==> config.mk <==
export PLATFORM = sky130hd
export DESIGN_NAME = jtpang_bank_resp
export DESIGN_NICKNAME = d
export VERILOG_FILES = /design/src/rtl/jtpang_bank_resp.sv
export SDC_FILE = /design/constraint.sdc
export NUM_CORES = 1
export LEC_CHECK = 0
export ABC_AREA = 1
export BUFFER_PORTS_ARGS = -buffer_cell sky130_fd_sc_hd__buf_2
export CAP_MARGIN = 20
export CORE_ASPECT_RATIO = 1.2
export CORE_MARGIN = 8
export CORE_UTILIZATION = 35
export DETAILED_ROUTE_END_ITERATION = 10
export SETUP_SLACK_MARGIN = 0.2
export SLEW_MARGIN = 40
export SYNTH_ARGS = -nofsm -noshare
export SYNTH_HDL_FRONTEND = slang
export SYNTH_SLANG_ARGS = --single-unit
==> constraint.sdc <==
create_clock -name clk -period 5.4 [get_ports clk]
set_clock_uncertainty 0.15 [all_clocks]
set_input_delay 1.35 -clock clk [delete_from_list [all_inputs] [get_ports clk]]
set_output_delay 1.35 -clock clk [all_outputs]
set_load 0.05 [all_outputs]
==> src/rtl/jtpang_bank_resp.sv <==
// jtpang_bank_resp: four-bank round-robin read responder in front of a
// fixed-latency memory. One transaction in flight. Each grant issues BURST
// consecutive word reads, and the words come back LATENCY cycles after each
// strobe.
// Optional feature: define JTPANG_BANK_RESP_STATS_EN to build the
// busy-cycle counter on dbg_busy_cnt. Without it the output is tied to 0.
//
// Handshake: the requester holds ba_rd[g] high until it sees ba_ack[g].
// The ack cycle is the grant cycle, and ba<g>_addr is sampled in that cycle.
// The ack, the first mem_rd and mem_addr are combinational in IDLE. This lets
// a waiting bank be granted on the first IDLE cycle after ba_rdy.
module jtpang_bank_resp #(
    parameter int LATENCY = 2,
    parameter int BURST   = 2
) (
    input  logic        clk,
    input  logic        rst_n,
    input  logic [21:0] ba0_addr,
    input  logic [21:0] ba1_addr,
    input  logic [21:0] ba2_addr,
    input  logic [21:0] ba3_addr,
    input  logic [3:0]  ba_rd,
    output logic [3:0]  ba_ack,
    output logic [3:0]  ba_dst,
    output logic [3:0]  ba_dok,
    output logic [3:0]  ba_rdy,
    output logic [15:0] data_read,
    output logic [21:0] mem_addr,
    output logic        mem_rd,
    input  logic [15:0] mem_dout,
    output logic [15:0] dbg_busy_cnt
);

    typedef enum logic [1:0] {IDLE, ISSUE, DATA} state_t;

    state_t       r_state;
    logic [1:0]   r_ptr;        // first bank examined by the next arbitration
    logic [1:0]   r_bank;       // bank owning the transaction in flight
    logic [21:0]  r_addr;       // next word address to issue
    logic [2:0]   r_cnt;        // words issued so far
    logic [LATENCY:1] r_pv;     // read in flight, one stage per cycle of latency
    logic [LATENCY:1] r_pf;     // stage carries word 0
    logic [LATENCY:1] r_pl;     // stage carries word BURST-1
    logic [15:0]  r_hold;       // last word delivered

    logic [3:0]   w_rot;
    logic [1:0]   w_off;
    logic [1:0]   w_gnt;
    logic [21:0]  w_gnt_addr;
    logic         w_take;
    logic         w_issue_last;
    logic         w_first;
    logic         w_last;

    // Round-robin pick: rotate requests so r_ptr lands on bit 0, then find the lowest set bit
    always_comb begin
        w_rot = 4'({ba_rd, ba_rd} >> r_ptr);
        w_off = 2'd0;
        for (int i = 3; i >= 0; i--) begin
            if (w_rot[i]) w_off = 2'(i);
        end
        w_gnt = r_ptr + w_off;
    end

    // Address of the bank being granted
    always_comb begin
        case (w_gnt)
            2'd0:    w_gnt_addr = ba0_addr;
            2'd1:    w_gnt_addr = ba1_addr;
            2'd2:    w_gnt_addr = ba2_addr;
            default: w_gnt_addr = ba3_addr;
        endcase
    end

    // Grant and issue decode. rst_n gates the IDLE grant so that reset forces the outputs low at once
    assign w_take       = rst_n && (r_state == IDLE) && (ba_rd != 4'd0);
    assign w_issue_last = (r_state == ISSUE) && (r_cnt == 3'(BURST - 1));
    assign w_first      = w_take;
    assign w_last       = (w_take && (BURST == 1)) || w_issue_last;

    assign mem_rd    = w_take || (r_state == ISSUE);
    assign mem_addr  = w_take ? w_gnt_addr : r_addr;
    assign ba_ack    = w_take ? (4'd1 << w_gnt) : 4'd0;
    assign ba_dok    = r_pv[LATENCY] ? (4'd1 << r_bank) : 4'd0;
    assign ba_dst    = (r_pv[LATENCY] && r_pf[LATENCY]) ? (4'd1 << r_bank) : 4'd0;
    assign ba_rdy    = (r_pv[LATENCY] && r_pl[LATENCY]) ? (4'd1 << r_bank) : 4'd0;
    assign data_read = r_pv[LATENCY] ? mem_dout : r_hold;

    // Transaction FSM: grant, issue BURST reads, then wait for the last word
    always_ff @(posedge clk or negedge rst_n) begin
        if (!rst_n) begin
            r_state <= IDLE;
            r_ptr   <= 2'd0;
            r_bank  <= 2'd0;
            r_addr  <= 22'd0;
            r_cnt   <= 3'd0;
        end else begin
            case (r_state)
                IDLE: begin
                    if (w_take) begin
                        r_bank  <= w_gnt;
                        r_ptr   <= w_gnt + 2'd1;
                        r_addr  <= w_gnt_addr + 22'd1;
                        r_cnt   <= 3'd1;
                        r_state <= (BURST == 1) ? DATA : ISSUE;
                    end
                end
                ISSUE: begin
                    r_addr <= r_addr + 22'd1;
                    r_cnt  <= r_cnt + 3'd1;
                    if (w_issue_last) r_state <= DATA;
                end
                DATA: begin
                    if (r_pv[LATENCY] && r_pl[LATENCY]) r_state <= IDLE;
                end
                default: r_state <= IDLE;
            endcase
        end
    end

    // Latency pipeline. Reset clears it, so words still in the memory pipe are ignored
    always_ff @(posedge clk or negedge rst_n) begin
        if (!rst_n) begin
            r_pv <= '0;
            r_pf <= '0;
            r_pl <= '0;
        end else begin
            r_pv[1] <= mem_rd;
            r_pf[1] <= w_first;
            r_pl[1] <= w_last;
            for (int j = 2; j <= LATENCY; j++) begin
                r_pv[j] <= r_pv[j-1];
                r_pf[j] <= r_pf[j-1];
                r_pl[j] <= r_pl[j-1];
            end
        end
    end

    // Keep the last delivered word so data_read holds between bursts
    always_ff @(posedge clk or negedge rst_n) begin
        if (!rst_n) r_hold <= 16'd0;
        else if (r_pv[LATENCY]) r_hold <= mem_dout;
    end

`ifdef JTPANG_BANK_RESP_STATS_EN
    logic [15:0] r_busy;

    // Busy counter: the grant cycle and every non-IDLE cycle count, saturating at all-ones
    always_ff @(posedge clk or negedge rst_n) begin
        if (!rst_n) r_busy <= 16'd0;
        else if ((w_take || (r_state != IDLE)) && (r_busy != 16'hFFFF)) r_busy <= r_busy + 16'd1;
    end

    assign dbg_busy_cnt = r_busy;
`else
    assign dbg_busy_cnt = 16'd0;
`endif

endmodule

## Yosys cells after proc, flatten, opt, wreduce, memory -nomap -nowiden

Cells that the tools add are included.

- Flip-flop bits (word level): 53
- Output and inout port bits: 71
- Word-level logic and storage cells: 57

- Reductions and logical operators: 13
- Muxes and demuxes: 19
- Equality and inequality tests: 8
- Add/subtract/negate cells: 5
- Shifts and indexed selects: 3

Operators by type and width:

| kind | count |
|---|---|
| 22-bit one-hot mux with 3 select lines | 1 |
| 22-bit by 1-bit adder with 22-bit output, second input constant | 2 |
| 22-bit 2-to-1 mux | 2 |
| 22-bit one-hot mux with 2 select lines | 1 |
| 16-bit 2-to-1 mux | 1 |
| 4-bit 2-to-1 mux | 4 |
| 2-bit 2-to-1 mux | 7 |
| 1-bit by 2-bit << shifter with 4-bit output, first input constant | 2 |
| 8-bit by 2-bit right shift with 4-bit output | 1 |
| 2-bit inequality test, second input constant | 3 |
| 2-bit one-hot mux with 3 select lines | 1 |
| 3-bit one-hot mux with 2 select lines | 1 |
| 1-bit logical AND | 5 |
| 2-bit by 1-bit == test with 1-bit output, second input constant | 2 |
| 2-bit == test, second input constant | 2 |
| 2-bit zero test | 2 |
| 2-bit AND reduction | 2 |
| 4-bit nonzero test | 1 |
| 3-bit by 1-bit adder with 3-bit output, second input constant | 1 |
| 3-bit by 1-bit == test with 1-bit output, second input constant | 1 |
| 3-bit 2-to-1 mux | 1 |
| 3-bit AND reduction | 1 |
| 2-bit by 1-bit adder with 2-bit output, second input constant | 1 |
| 2-bit adder | 1 |
| other kinds (2) | 2 |

## Logic depth before layout (Yosys ltp)

- Depth after elaboration: 11
- Depth in mapped cells: 28

## Worst setup path after synthesis

No wires, ideal clock.

- Path kind: in2out
- Start: in ba_rd[1]
- End: out mem_addr[20]
- Path slack: -0.642 ns
- Arrival: 4.542 ns
- Cell stages on the path: 15
- Buffers on the path: 2
- Path through: nand2_1 -> nand3_1 -> nand2_1 -> nand3_1 -> a21boi_0 -> ha_1 -> clkinv_1 -> clkbuf_1 -> ha_1 -> clkbuf_1 -> a22o_1 -> nor2_1 -> nand2_1 -> o21ai_1 -> o21ai_0

- Longest elaborated chain between the ends: 9
- Elaborated cells between the ends (all ways): 13
- Classes of those cells: 1 x add/sub; 2 x eq/ne; 1 x shift; 6 x mux; 3 x reduce/logical

RTL lines:

| what | line | source |
|---|---|---|
| start: declaration | 22 | `input logic [3:0] ba_rd,` |
| 8-bit by 2-bit right shift with 4-bit output * | 57 | `w_rot = 4'({ba_rd, ba_rd} >> r_ptr);` |
| 2-bit 2-to-1 mux (3 in a row) | 60 | `if (w_rot[i]) w_off = 2'(i);` |
| 2-bit 2-to-1 mux * | 60 |  |
| 2-bit adder * | 62 | `w_gnt = r_ptr + w_off;` |
| via w_gnt[0] | 48 | `logic [1:0] w_gnt;` |
| 2-bit == test (tied with other cells) | 67 | `case (w_gnt)` |
| 22-bit one-hot mux with 3 select lines * | 67 |  |
| 22-bit 2-to-1 mux * | 82 | `assign mem_addr = w_take ? w_gnt_addr : r_addr;` |
| end: declaration | 28 | `output logic [21:0] mem_addr,` |

The timed path passes the listed nets; every way through them passes the cells marked *.

## Final worst setup path

- Start: in ba_rd[2]
- End: out mem_addr[15]

Same word-level chain as after synthesis.

==> out/qor.txt <==
Status - finished clean
Synth cell types - 39
Initial DRC count - 307
RSZ-0062 raised after global routing - yes
Synth Warn # - 0
Number of I/O port buffers - 164
Yosys top cell by area - dfrtp_1
Max-Cap Viols - 0
Die height - 139.4 µm
Setup crit start kind - primary input
WHS Path Cells - 0
Site row count - 45
R2r worst-path depth - 27
Routed len/inst - 16.77 µm
Share of the synthesized area in the top cell type - 0.2987
Starting Density - 0.3553
Clock buffer count from CTS - 5
Post-route ant nets - 0
H-tree levels - 2
Final setup violation count - 0
Setup TNS - 0 ns
Max Transition Viols Final - 0
Core area - 0.01250 mm²
Latest clock arrival within the worst-skew pair - 0.29 ns
Async set-or-reset flop fraction in the synthesized netlist - 1.000
IO Count - 181
WL final - 16.60 mm
Worst Setup End Kind - output port
Initial antenna violation count - 1
Largest cells by area after synthesis - dfrtp_1 30%, nand2_1 21%, nand3_1 7.3%, a22o_1 4.1%, nor2_1 3.4%
Reg2reg setup slack - 1.51 ns
#FFs+latches synth - 53
Number of global-route vias before repair - 4806
CP required - 3.90 ns
Die area - 0.01656 mm²
TritonCTS clock tree - built
Syn avg cell area - 6.698 µm²
Post-Syn Instances - 663
HPWL Detailed - 12.14 mm
Top FF cell, synth - dfrtp_1
Largest net degree at the start of global routing - 54
Register area share after synthesis - 0.2987
Synth Cell Area - 0.004441 mm²
EDFF count, synth - 0
Placer Congestion - 0.9206
Vias per inst - 4.964
Clock Tree Buf Depth - 2
Worst-path clk slew - 0.07 ns
First-pass GRT wire length - 25.69 mm
Total clock sinks - 53
Critical path type - in -> out
Residual DRC - 0
Final Net Count - 940
CP max FO - 6
FMAX - 194.5 MHz
Pre-antenna DRT Iters - 5
Layout filler cell count - 1336
Slew of the pin with the lowest slew margin - 0.7001 ns
Share of cells above drive strength 1 - 0.3673
Hold/Removal Path Class - reg -> reg
Vias after detailed routing - 4914
Gr ovfl total - 0
Critical path data arrival time - 3.64 ns
Period utilisation layout - 0.9523
CTS Root Cell - clkbuf_16
Chip Width - 118.8 µm
Slew margin rel. - 0.5332
Tot GR Track Use - 0.1885
Hold Fails Final Rpt - 0
Area Overhead vs Synth - 33.73%
Min Clock Period, post-route - 5.142 ns
## metal layers
layer	up-vias	track usage	wire, µm
met5	-	0	0
met4	0	0.04803	364
met2	163	0.3391	8529
met3	20	0.03764	949
li1	2424	-	-
met1	2307	0.2223	6759
## path summary, 6_finish.rpt
check	from	end
max in group asynchronous	rst_n	r_addr[18]
worst min-delay path	r_pf[1]	r_pf[2]
worst min register to register	r_pf[1]	r_pf[2]
worst max register to register	r_ptr[0]	r_addr[20]
worst max-delay path	ba_rd[2]	mem_addr[15]
min in group asynchronous	rst_n	r_bank[0]
## critical path, cell delays in order
cell,delay (ns)
buf_6,0.10
nand2_4,0.06
nand3_2,0.08
nand2_2,0.09
nand3_2,0.05
a21boi_1,0.15
ha_2,0.24
xnor2_4,0.15
nand3_4,0.10
nand2_4,0.11
inv_4,0.04
ha_4,0.18
clkbuf_16,0.17
a22o_1,0.18
nand3b_1,0.22
nand3_1,0.14
nand2_2,0.08
buf_8,0.15
## metrics by stage
stage	hold WS [ns]	util	area (µm²)	setup WS (ns)	std cells
2_1_floorplan	0.1812	-	4568	0.2027	678
3_3_place_gp	0.1829	0.4383	5479	0.09890	977
3_5_place_dp	0.1855	0.4383	5479	0.08460	977
4_1_cts	0.2021	0.4550	5687	0.2109	985
5_1_grt	0.2037	0.4751	5938	0.1204	990
6_report	0.1983	0.4751	5938	0.2578	990
## cell usage in the layout (no fill, tap or decap), drive strengths merged
cell      Yosys  layout
a21boi        1       1
a21oi         5       5
a22o         21      21
a31o          1       1
buf          27     177
bufinv        0       1
clkbuf       18      13
clkinv        2       2
clkinvlp      0       1
conb          1      16
dfrtp        53      53
diode         0       1
ha            6       6
inv          47      47
nand2       275     275
nand3        75      75
nand3b        9       9
nand4        20      20
nor2         54      54
nor3          1       1
o21ai        20      20
o21bai        3       3
o22ai         1       1
or2          14      14
or4           1       1
xnor2         4       4
xor2          4       4
## layout make-up
class	count	area (µm²)	area share
inverters	49	190.2	0.03203
clock buffers	6	138.9	0.02339
diodes	1	2.502	0.0004214
multi-input cells	531	2884	0.4857
repair buffers	184	1154	0.1943
well taps	164	205.2	0.03456
flip-flops and latches	53	1326	0.2233
clock inverters	2	37.54	0.006321
## registers in the layout, summed over array words and instances, names as in the netlist
| register | cells |
|---|---|
| r_bank | 2 |
| r_cnt | 3 |
| r_pl | 2 |
| r_ptr | 2 |
| r_addr | 22 |
| r_hold | 16 |
| r_pf | 2 |
| r_state | 2 |
| r_pv | 2 |
## timing repair
action                     in CTS  in global routing
setup endpoints to repair      22                 22
buffers inserted                0                  1
pin swaps                       0                 11
resized for setup              11                 58
hold buffers                    0                  0
cloned                          0                  3
## kinds of logic (layout without fill, tap and decap cells)
kind of cell	Yosys count	count (layout)	synth area share
AOI/OAI and AO/OA	52	52	0.07974
xor gates and xnor gates	8	8	0.01578
adders and majority gates	6	6	0.01691
buffers and inverters	94	241	0.1031
DFF	53	53	0.2987
other	1	17	0.0008445
and+or+nand+nor	449	449	0.4849
## cell usage after synthesis, types with 5 or more instances
library cell and number:
or2_2 7, a21oi_1 5, inv_1 39, nor2_1 40
nand2_1 247, buf_2 6, o21ai_1 7, a22o_1 21
nand2_4 5, nor2_2 8, dfrtp_1 53, nand2_2 22
nor2_4 6, nand3_2 8, or2_1 7, inv_2 7
clkbuf_1 18, nand3b_1 6, o21ai_0 13, nand4_1 20
buf_4 17, nand3_1 65, ha_1 6
Power is left out: the tool's default activity adds up to more than one toggle a clock period on the data nets, which glitch-free logic cannot reach.
